===== src/rtl/hazard_controller.sv =====
// Hazard control for a 5-stage pipeline: EX/ME scoreboard, forwarding selects, load-use stall and branch squash.
// Optional HAZ_PERF_CNT_EN adds saturating stall/flush/forward event counters.
module hazard_controller #(
  parameter int unsigned REG_AW     = 5,
  parameter int unsigned BR_PENALTY = 2
) (
  input  logic              clk,
  input  logic              rst_n,
  input  logic              id_valid,
  input  logic [REG_AW-1:0] id_da,
  input  logic [REG_AW-1:0] id_aa,
  input  logic [REG_AW-1:0] id_ba,
  input  logic              id_rw,
  input  logic [1:0]        id_md,
  input  logic              id_ma,
  input  logic              id_mb,
  input  logic              br_taken,
  output logic              pc_hold,
  output logic              ifid_hold,
  output logic              ex_bubble,
  output logic              ifid_flush,
  output logic              ha,
  output logic              hb,
  output logic              fwd_a_sel,
  output logic              fwd_b_sel,
  output logic              busy
`ifdef HAZ_PERF_CNT_EN
  ,
  output logic [31:0]       stall_cnt,
  output logic [31:0]       flush_cnt,
  output logic [31:0]       fwd_cnt
`endif
);

  localparam int unsigned      CNT_W      = 2;
  localparam logic [CNT_W-1:0] FLUSH_INIT = CNT_W'(BR_PENALTY - 1);
  localparam logic [1:0]       MD_LOAD    = 2'b01;

  typedef enum logic [1:0] {S_RUN, S_STALL, S_FLUSH} state_t;

  typedef struct packed {
    logic [REG_AW-1:0] da;
    logic              rw;
    logic              ld;
  } sb_t;

  state_t           state_q, state_d;
  logic [CNT_W-1:0] cnt_q, cnt_d;
  sb_t              ex_q, me_q;

  logic src_a_use, src_b_use;
  logic ex_hit_a, ex_hit_b, me_hit_a, me_hit_b;
  logic ex_fwd_a, ex_fwd_b, load_use, fwd_on;

  // Register 0 never creates a dependency
  assign src_a_use = id_valid & ~id_ma;
  assign src_b_use = id_valid & ~id_mb;
  assign ex_hit_a  = src_a_use & ex_q.rw & (ex_q.da != '0) & (ex_q.da == id_aa);
  assign ex_hit_b  = src_b_use & ex_q.rw & (ex_q.da != '0) & (ex_q.da == id_ba);
  assign me_hit_a  = src_a_use & me_q.rw & (me_q.da != '0) & (me_q.da == id_aa);
  assign me_hit_b  = src_b_use & me_q.rw & (me_q.da != '0) & (me_q.da == id_ba);
  assign ex_fwd_a  = ex_hit_a & ~ex_q.ld;
  assign ex_fwd_b  = ex_hit_b & ~ex_q.ld;
  assign load_use  = (ex_hit_a | ex_hit_b) & ex_q.ld;

  always_comb begin
    state_d    = state_q;
    cnt_d      = cnt_q;
    pc_hold    = 1'b0;
    ifid_hold  = 1'b0;
    ex_bubble  = 1'b0;
    ifid_flush = 1'b0;
    fwd_on     = 1'b1;
    busy       = (state_q != S_RUN);

    case (state_q)
      S_RUN: begin
        // A taken branch outranks a coincident load-use stall
        if (br_taken) begin
          ifid_flush = 1'b1;
          ex_bubble  = 1'b1;
          if (BR_PENALTY > 1) begin
            state_d = S_FLUSH;
            cnt_d   = FLUSH_INIT;
          end
        end else if (load_use) begin
          pc_hold   = 1'b1;
          ifid_hold = 1'b1;
          ex_bubble = 1'b1;
          state_d   = S_STALL;
        end
      end
      S_STALL: state_d = S_RUN;
      S_FLUSH: begin
        ifid_flush = 1'b1;
        ex_bubble  = 1'b1;
        fwd_on     = 1'b0;
        if (cnt_q <= CNT_W'(1)) begin
          state_d = S_RUN;
          cnt_d   = '0;
        end else begin
          cnt_d = cnt_q - CNT_W'(1);
        end
      end
      default: begin
        state_d = S_RUN;
        cnt_d   = '0;
      end
    endcase

    // Youngest producer (EX) wins over ME
    ha        = fwd_on & (ex_fwd_a | me_hit_a);
    hb        = fwd_on & (ex_fwd_b | me_hit_b);
    fwd_a_sel = fwd_on & ~ex_fwd_a & me_hit_a;
    fwd_b_sel = fwd_on & ~ex_fwd_b & me_hit_b;

    if (!rst_n) begin
      pc_hold    = 1'b0;
      ifid_hold  = 1'b0;
      ex_bubble  = 1'b0;
      ifid_flush = 1'b0;
      ha         = 1'b0;
      hb         = 1'b0;
      fwd_a_sel  = 1'b0;
      fwd_b_sel  = 1'b0;
      busy       = 1'b0;
    end
  end

  always_ff @(posedge clk or negedge rst_n) begin
    if (!rst_n) begin
      state_q <= S_RUN;
      cnt_q   <= '0;
    end else begin
      state_q <= state_d;
      cnt_q   <= cnt_d;
    end
  end

  // Scoreboard shift; squashed or bubbled ID instructions enter EX as NOPs
  always_ff @(posedge clk or negedge rst_n) begin
    if (!rst_n) begin
      ex_q <= '0;
      me_q <= '0;
    end else begin
      me_q <= ex_q;
      if (ex_bubble | ifid_flush)
        ex_q <= '0;
      else
        ex_q <= sb_t'{da: id_da, rw: id_rw & id_valid, ld: (id_md == MD_LOAD)};
    end
  end

`ifdef HAZ_PERF_CNT_EN
  logic stall_ev;
  assign stall_ev = ex_bubble & ~ifid_flush;

  always_ff @(posedge clk or negedge rst_n) begin
    if (!rst_n) begin
      stall_cnt <= '0;
      flush_cnt <= '0;
      fwd_cnt   <= '0;
    end else begin
      if (stall_ev && (stall_cnt != '1))   stall_cnt <= stall_cnt + 32'd1;
      if (ifid_flush && (flush_cnt != '1)) flush_cnt <= flush_cnt + 32'd1;
      if ((ha | hb) && (fwd_cnt != '1))    fwd_cnt   <= fwd_cnt + 32'd1;
    end
  end
`endif

endmodule


===== config.mk =====
export PLATFORM = sky130hd
export DESIGN_NAME = hazard_controller
export DESIGN_NICKNAME = d
export VERILOG_FILES = /design/src/rtl/hazard_controller.sv
export SDC_FILE = /design/constraint.sdc
export NUM_CORES = 1
export LEC_CHECK = 0
export CAP_MARGIN = 20
export CORE_AREA = 2 2 50 52
export DETAILED_ROUTE_END_ITERATION = 8
export DIE_AREA = 0 0 52 54
export DONT_BUFFER_PORTS = 1
export PLACE_DENSITY = 0.54
export REMOVE_ABC_BUFFERS = 1
export SYNTH_ARGS = -nofsm -noshare
export SYNTH_HDL_FRONTEND = slang
export SYNTH_SLANG_ARGS = --single-unit

===== constraint.sdc =====
create_clock -name clk -period 2.5 [get_ports clk]
set_input_delay 0.25 -clock clk [delete_from_list [all_inputs] [get_ports clk]]
set_output_delay 0.25 -clock clk [all_outputs]
set_load 0.03 [all_outputs]

; ---- Word level (Yosys, flattened, before mapping)
; Index checks and enable logic that the tools add are counted.
[word_totals]
regBits = 17
inputBits = 24
wordCells = 83
[classes]
add_sub_neg = 1
magnitude_cmp = 1
n_eq_ne = 10
muxes = 24
n_bitwise = 34
reduce_logical = 6
[ops]
columns = cell, count
row1 = 1-bit AND, 24
row2 = 5-bit equality test, 4
row3 = 1-bit two-way mux, 14
row4 = 2-bit two-way mux, 5
row5 = 5-bit nonzero test, 2
row6 = 7-bit two-way mux, 1
row7 = 1-bit inverter, 6
row8 = 2-bit one-hot mux with 3 select lines, 1
row9 = "2-bit by 1-bit equality test with 1-bit output, second input constant", 2
row10 = "2-bit inequality test, second input constant", 2
row11 = 1-bit bitwise OR, 4
row12 = 1-bit one-hot mux with 2 select lines, 2
row13 = 2-bit one-hot mux with 2 select lines, 1
row14 = 2-bit AND reduction, 2
row15 = "3-bit inequality test, second input constant", 1
row16 = "2-bit equality test, second input constant", 1
row17 = "2-bit by 1-bit <= comparator with 1-bit output, second input constant", 1
row18 = 2-bit logical NOT, 1
row19 = 2-bit nonzero test, 1
row20 = "2-bit by 1-bit subtractor with 2-bit output, second input constant", 1

; ---- Logic depth before layout (Yosys ltp)
; Gate-level depths: netlist of the first run.
[depth]
word_depth = 13
ltp_mapped = 6
ltp_nobuf = 5

; ---- Least setup slack after synthesis of the first run
; Ideal clock, no wire load.
[synth_timing]
path_type = register to output
startpoint = register ex_q[6] in the netlist's numbering
endpoint = output port ha
arrival_ns = 2.166
required_time_ns = 2.250
slack_ns = 0.084
path_stages_with_launch = 5
path_buffers = 0
cell_sequence = dfrtp_1 -> xor2_1 -> nor4_1 -> nand3_1 -> o41ai_1
[synth_between]
elab_chain_len = 7
elab_cells_between_ends = 8
[synth_rtl]
columns = item, line_no
row1 = from (decl), 49  ; sb_t ex_q, me_q;
row2 = from (signal assigned), 150  ; ex_q <= sb_t'{da: id_da, rw: id_rw & id_valid, ld: (id_md == MD_LOAD)};
row3 = 5-bit nonzero test, 58  ; assign ex_hit_a = src_a_use & ex_q.rw & (ex_q.da != '0) & (ex_q.da == id_aa);
row4 = 1-bit AND, 58
row5 = 1-bit AND (*), 58
row6 = 1-bit AND (*), 62  ; assign ex_fwd_a = ex_hit_a & ~ex_q.ld;
row7 = 1-bit bitwise OR (*), 112  ; ha = fwd_on & (ex_fwd_a | me_hit_a);
row8 = 1-bit AND (*), 112
row9 = 1-bit two-way mux (*), 117  ; if (!rst_n) begin
row10 = to (decl), 22  ; output logic ha,
; Mark *: on every way between the ends. The rest lies on a longest branch, timed or not.

; ---- Final worst setup path of the first run
[layout_timing]
startpoint = register ex_q[6] in the netlist's numbering
endpoint = output port ex_bubble
[layout_between]
elab_chain_len = 9
elab_cells_between_ends = 13
[layout_rtl]
columns = item, line_no
row1 = 5-bit nonzero test, "58, 59"
row2 = "1-bit AND, on equally long branches (2 in series)", "58, 59"
row3 = 1-bit bitwise OR (*), 64  ; assign load_use = (ex_hit_a | ex_hit_b) & ex_q.ld;
row4 = 1-bit AND (*), 64
row5 = 1-bit two-way mux (*), 86  ; end else if (load_use) begin
row6 = 1-bit two-way mux (*), 79  ; if (br_taken) begin
row7 = 1-bit one-hot mux with 2 select lines (*), 76  ; case (state_q)
row8 = 1-bit two-way mux (*), 117
row9 = to (decl), 20  ; output logic ex_bubble,
; Marks and branches as above.

==> key figures, run 1 <==
Critical path
  • Crit path launch type: flop
  • Setup Crit Path Kind: reg2out
  • CP Capture Type: output port
  • Req. time, crit path: 2.25 ns
  • Worst r2r src: ex_q[6]$_DFF_PN0_
  • Worst path arrival time: 2.16 ns
  • Peak fanout along the critical path: 8
  • Critical path startpoint: ex_q[6]$_DFF_PN0_

Yosys
  • Synth cell types: 34
  • Ys Warns: 0
  • #FFs+latches synth: 17
  • Cell Area, Synth: 977.2 um^2
  • Multiplexer area fraction after synthesis: 1.024%
  • Largest family of logic cells by synthesized area: simple AND/OR/NAND/NOR gates
  • Top FF cell, synth: dfrtp_1
  • Syn Inst Count: 97
  • Post-synth EDFFs: 0
  • Post-Synth XOR/XNOR Area: 17.93%
  • Synth area leader: dfrtp_1
  • Share of the synthesized area in the top cell type: 43.53%
  • Seq/Total Area, Yosys: 43.53%
  • FFs w/ async S/R, synth: 100.0%
  • Synth Area in Compound Gates: 8.451%
  • Area share of fa/ha/maj cells after synthesis: 0%
  • Leading post-synthesis cells by cell area: dfrtp_1 44%, xnor2_1 11%, xor2_1 7.2%
  • Simple-Gate Fraction of Synth Area: 26.38%
  • Syn_area_per_cell: 10.07 um^2

Power and ir drop
  • Pwr/cell area: 496.6 mW/mm^2
  • VDD IR max: 0.3413 mV
  • Leakage power: 0.0004540 uW

STA
  • Minimum clock period: 2.413 ns
  • Pins Over Slew Limit: 0
  • RSZ-0062 raised after global routing: false
  • Hold WS: 0.05717 ns
  • Max Fclk: 414.5 MHz
  • Relative slew slack: 48.81%
  • Final WS setup: 0.08718 ns
  • Sum of negative setup slack: 0 ns
  • Slew @ Worst Pin: 0.7653 ns
  • Clk_skew: 0.001538 ns
  • Final setup viols: 0
  • Final Hold Vio Count: 0
  • Period utilisation layout: 96.51%

Final layout
  • Most common cell after layout, fill and taps aside: dfrtp_1
  • Final-stage net count: 130
  • Fill cells: 226
  • Most frequent cells in the layout: 17 x dfrtp_1, 12 x xnor2_1, 12 x nor2_1, 8 x xor2_1, 8 x nand2_1
  • Register Area: 425.4 um^2
  • Layout cells sized above 1: 16.19%
  • Multi-input gate area: 525.5 um^2
  • Ant diodes: 0
  • Layout Area Growth over Synthesis: 10.63%

Drt
  • Detail Route Antenna Nets: 0
  • First-pass detailed-route iteration total: 4
  • # DRC: 0
  • Vias post-DR: 712
  • Initial DRC Count: 6
  • Met2 routed WL: 867 um
  • Max Used Layer: met4
  • Routed vias/inst: 5.274
  • WL final: 1.970 mm
  • Routed length on met1: 932 um
  • Met3 wire length: 160 um
  • Routed length per instance: 14.59 um

Job
  • MaxCap Viol Count: 0

Hold path
  • Class of the tightest hold or removal check: in2reg
  • Worst hold start: id_da[1]

Floorplanning
  • Width of the die: 52 um
  • Total die area: 0.002808 mm^2
  • Row count: 18
  • Die Ht: 54 um
  • Core ar.: 0.002320 mm^2
  • Starting Density: 42.13%
  • # IOs: 33

Clock network
  • # Post-CTS Setup Buffers: 0
  • Clock tree buffer depth: 2
  • CTS Root Cell: clkbuf_4
  • Clock-pin slew on the worst setup and hold paths: 0.10 ns
  • CTS buffer count: 3
  • CTS tree: yes
  • Htree depth: 1
  • Clock Latency Late Sink: 0.28 ns
  • Clk sinks: 17

GRT
  • Largest net degree at the start of global routing: 18
  • Initial antenna violation count: 0
  • Vias in the first global route: 655
  • Grt total ovfl: 0
  • First-pass GRT wire length: 3.091 mm
  • All-Layer GR Usage: 15.10%

Placed design
  • IO buf count: 0
  • Post-DP HPWL: 1.573 mm
  • Worst slack at placement: 0.4047 ns
  • GP Congestion: 0.8029

Run status
  • Status: finished, final reports clean
==> sequential cells by signal (all words and copies together) (netlist names) <==
register  flops
state_q       2
me_q          6
cnt_q         2
ex_q          7
==> metal layers <==
| metal | vias to the layer above | GRT usage, % |
|---|---|---|
| met5 | - | 0 |
| met4 | 0 | 5.263 |
| met3 | 2 | 3.611 |
| met2 | 27 | 22.36 |
| met1 | 332 | 21.50 |
| li1 | 351 | - |
==> synth_stat cells (2+ instances only) <==
| library cell | instances |
|---|---|
| o21ai_0 | 2 |
| nand4_1 | 2 |
| nand2b_1 | 2 |
| nand3_1 | 2 |
| xnor2_1 | 12 |
| xor2_1 | 8 |
| nor2b_1 | 2 |
| or4_1 | 3 |
| nand2_1 | 8 |
| dfrtp_1 | 17 |
| inv_1 | 4 |
| nor4_1 | 2 |
| nor2_1 | 12 |
==> final timing paths <==
check | slack, ns | depth (start not counted) | end
setup / recovery | 0.09 | 5 | ex_bubble
hold / removal | 0.06 | 2 | ex_q[3]$_DFF_PN0_
setup reg to reg | 0.75 | 5 | ex_q[2]$_DFF_PN0_
hold reg to reg | 0.44 | 0 | me_q[1]$_DFF_PN0_
max in group asynchronous | 1.55 | 1 | cnt_q[0]$_DFFE_PN0P_
min in group asynchronous | 0.48 | 1 | me_q[4]$_DFF_PN0_
==> worst max-delay path, cell delays in order, from the launching register on <==
cell,delay [ns]
dfrtp_1,0.44
xor2_1,0.18
nor4_1,0.34
nand3_1,0.24
a21oi_4,0.35
or2_1,0.33
==> timing repair <==
item,in CTS,in global routing
hold endpoints to repair,17,1
hold buffers,1,1
gates resized for setup,0,1
setup endpoints to repair,0,1
==> layout make-up <==
type / instances / area share (%)
timing repair buffer: 6 / 4.630
clock inverter: 1 / 0.4630
multi-input combinational: 74 / 48.61
sequential: 17 / 39.35
clock buffer: 3 / 2.083
inverter: 4 / 1.389
tap: 30 / 3.472
==> cell families (layout without fill, tap and decap cells) <==
group | Yosys count | count (layout)
AO/OA/AOI/OAI | 10 | 10
XOR/XNOR | 20 | 20
buffers and inverters | 6 | 14
flip-flops | 17 | 17
multiplexers | 1 | 1
AND/OR/NAND/NOR | 43 | 43
==> power by group <==
group / switching (uW) / total [uW] / internal, uW
sequential: 20.8 / 312 / 291
combinational: 41.9 / 80.9 / 39.0
clock: 84.3 / 144 / 59.3
total: 147 / 537 / 390
==> metrics by stage <==
stage,total power (uW),area [um^2],instances,util (%)
floorplan,377.7,965.9,95,-
global placement,390.7,1033,129,44.55
detailed placement,391.7,1033,129,44.55
CTS,540.5,1071,134,46.17
global route,563.4,1081,135,46.60
finish,536.9,1081,135,46.60
No activity file was read; power rests on OpenSTA's default activity.
==> run 2: changes to the inputs <==
Settings changed: CORE_AREA 2 2 50 52 to 2 2 44 86, DIE_AREA 0 0 52 54 to 0 0 46 88, PLACE_DENSITY 0.54 to 0.38, SLEW_MARGIN set to 10.
==> run 2 against run 1 <==
Global-route usage is 1.4 points lower. Sequential share of layout area is 1.4 points lower. Final cell count is 2.2% higher. Setup slack better by 0.13 ns. Sequential power hardly changed. Core utilization is 13 points lower. Non-clock buffer count is 1 higher. Combinational power is 6.7% higher. First-iteration DRC count stayed put. Design area is 3.8% higher. Maximum frequency is 5.5% higher. Clock power is 37% higher. Critical path type unchanged. Largest cell class unchanged.
==> key figures, run 2 (synthesized netlist as in run 1, its figures left out) <==
STA
  • RSZ-0062 raised after global routing: false
  • Period utilisation layout: 91.44%
  • Clk_skew: 0.002190 ns
  • Sum of negative setup slack: 0 ns
  • Slew @ Worst Pin: 0.7538 ns
  • Minimum clock period: 2.286 ns
  • Max Fclk: 437.4 MHz
  • Final WS setup: 0.2139 ns
  • Final Hold Vio Count: 0
  • Pins Over Slew Limit: 0
  • Relative slew slack: 49.58%
  • Final setup viols: 0

Final layout
  • Largest registers: ex_q x7, me_q x6
  • Post-Layout Cell Count: 138
  • Ant diodes: 0
  • Most flops, register: ex_q
  • Final-stage net count: 131
  • Largest register FFs: 7
  • Layout Area Growth over Synthesis: 14.85%
  • Fill cells: 371
  • Most common cell after layout, fill and taps aside: dfrtp_1
  • Layout cells sized above 1: 19.81%
  • Most frequent cells in the layout: 17 x dfrtp_1, 12 x xnor2_1, 12 x nor2_1, 8 x xor2_1, 8 x nand2_1

Clock network
  • CTS tree: yes
  • Clock-pin slew on the worst setup and hold paths: 0.06 ns
  • CTS buffer count: 3
  • Clock Latency Late Sink: 0.25 ns
  • CTS Root Cell: clkbuf_8
  • Htree depth: 1
  • Clk sinks: 17
  • Clock tree buffer depth: 2

GRT
  • Met1 usage: 13.84%
  • All-Layer GR Usage: 13.65%
  • Met3 Usage GRT: 2.062%
  • Grt total ovfl: 0
  • GR peak layer: met2
  • Vias in the first global route: 844
  • First-pass GRT wire length: 3.891 mm
  • Largest net degree at the start of global routing: 18
  • Met2 Resource Use GR: 25.00%
  • Initial antenna violation count: 0

Floorplanning
  • Die Ht: 88 um
  • Core ar.: 0.003378 mm^2
  • Starting Density: 28.93%
  • Width of the die: 46 um
  • Total die area: 0.004048 mm^2
  • Row count: 30
  • # IOs: 33

Drt
  • Vias post-DR: 733
  • Routed vias/inst: 5.312
  • First-pass detailed-route iteration total: 3
  • Routed length per instance: 17.23 um
  • # DRC: 0
  • WL final: 2.378 mm
  • Detail Route Antenna Nets: 0
  • Initial DRC Count: 6

Critical path
  • CP endpoint: ha
  • Setup Crit Path Kind: reg2out
  • Reg2reg end: ex_q[0]$_DFF_PN0_
  • Crit path launch type: flop
  • Worst r2r src: ex_q[3]$_DFF_PN0_
  • Reg2Reg Setup Slack: 0.62 ns
  • Req. time, crit path: 2.25 ns
  • Critical path startpoint: ex_q[6]$_DFF_PN0_
  • R2r worst-path depth: 6
  • Worst path arrival time: 2.04 ns
  • CP Capture Type: output port
  • Peak fanout along the critical path: 4

Placed design
  • Post-DP HPWL: 1.969 mm
  • Placed Cells: 131
  • Worst slack at placement: 0.2389 ns
  • IO buf count: 0
  • GP Congestion: 0.7111

Job
  • MaxCap Viol Count: 0

Power and ir drop
  • VDD IR max: 0.2400 mV
  • Leakage power: 0.0004755 uW
  • Pwr/cell area: 531.8 mW/mm^2

Run status
  • Status: finished, final reports clean

Hold path
  • Class of the tightest hold or removal check: in2reg
## run 2: cell types whose count changed in the layout (fill, tap and decap cells not counted), sizes merged
cell,delta
buf,+2
dlygate4sd3,-1
## run 2: repair_timing
item,in CTS,in global routing
resized for setup,1,2
hold buffers,1,0
endpoints found under the hold margin,17,0
pin swaps,0,1
setup endpoints to repair,1,4
setup buffers,0,2
## run 2: layout make-up
cell class | instances | area (um^2) | share of cell area, %
clock buffers | 3 | 41.29 | 3.679
clock inverters | 1 | 5.005 | 0.4459
inverters | 4 | 15.01 | 1.338
multi-input cells | 74 | 540.5 | 48.16
flip-flops and latches | 17 | 425.4 | 37.90
well taps | 32 | 40.04 | 3.567
repair buffers | 7 | 55.05 | 4.905
## run 2: through the flow
step / area (um^2) / total power [uW] / hold WS (ns) / util, %
final: 1122 / 596.9 / 0.05683 / 33.22
after global routing: 1122 / 631.0 / 0.04738 / 33.22
after CTS: 1106 / 610.4 / 0.04818 / 32.74
after detailed placement: 1044 / 397.2 / -0.04500 / 30.89
after global placement: 1044 / 397.5 / -0.04499 / 30.89
after floorplan: 965.9 / 377.7 / -0.04559 / -
## run 2: worst min path at each step
stage	start	to	slack (ns)	cells past startpoint
after floorplan	rst_n	cnt_q[0]$_DFFE_PN0P_	-0.05	0
after global placement	rst_n	cnt_q[0]$_DFFE_PN0P_	-0.04	0
after detailed placement	rst_n	cnt_q[1]$_DFFE_PN0P_	-0.05	0
after CTS	id_md[1]	ex_q[0]$_DFF_PN0_	0.05	1
after global routing	id_md[1]	ex_q[0]$_DFF_PN0_	0.05	1
final	id_md[1]	ex_q[0]$_DFF_PN0_	0.06	1
## run 2: layer usage
| layer | wire length, um | part of all wire (%) | vias up |
|---|---|---|---|
| li1 | - | - | 354 |
| met1 | 826 | 35 | 356 |
| met2 | 1400 | 59 | 21 |
| met3 | 121 | 5.1 | 2 |
| met4 | 29 | 1.2 | 0 |
| met5 | 0 | 0 | - |
## run 2: worst max-delay path, stage by stage (launching register included)
cell and delay, ns:
dfrtp_1 0.43, xor2_1 0.19, nor4_2 0.35, nand3_1 0.25, o41ai_2 0.36, buf_4 0.21
## run 2: power breakdown
part | switching (uW) | internal, uW | total, uW
clock | 87.7 | 110 | 198
sequential | 20.7 | 292 | 313
combinational | 47.8 | 38.5 | 86.3
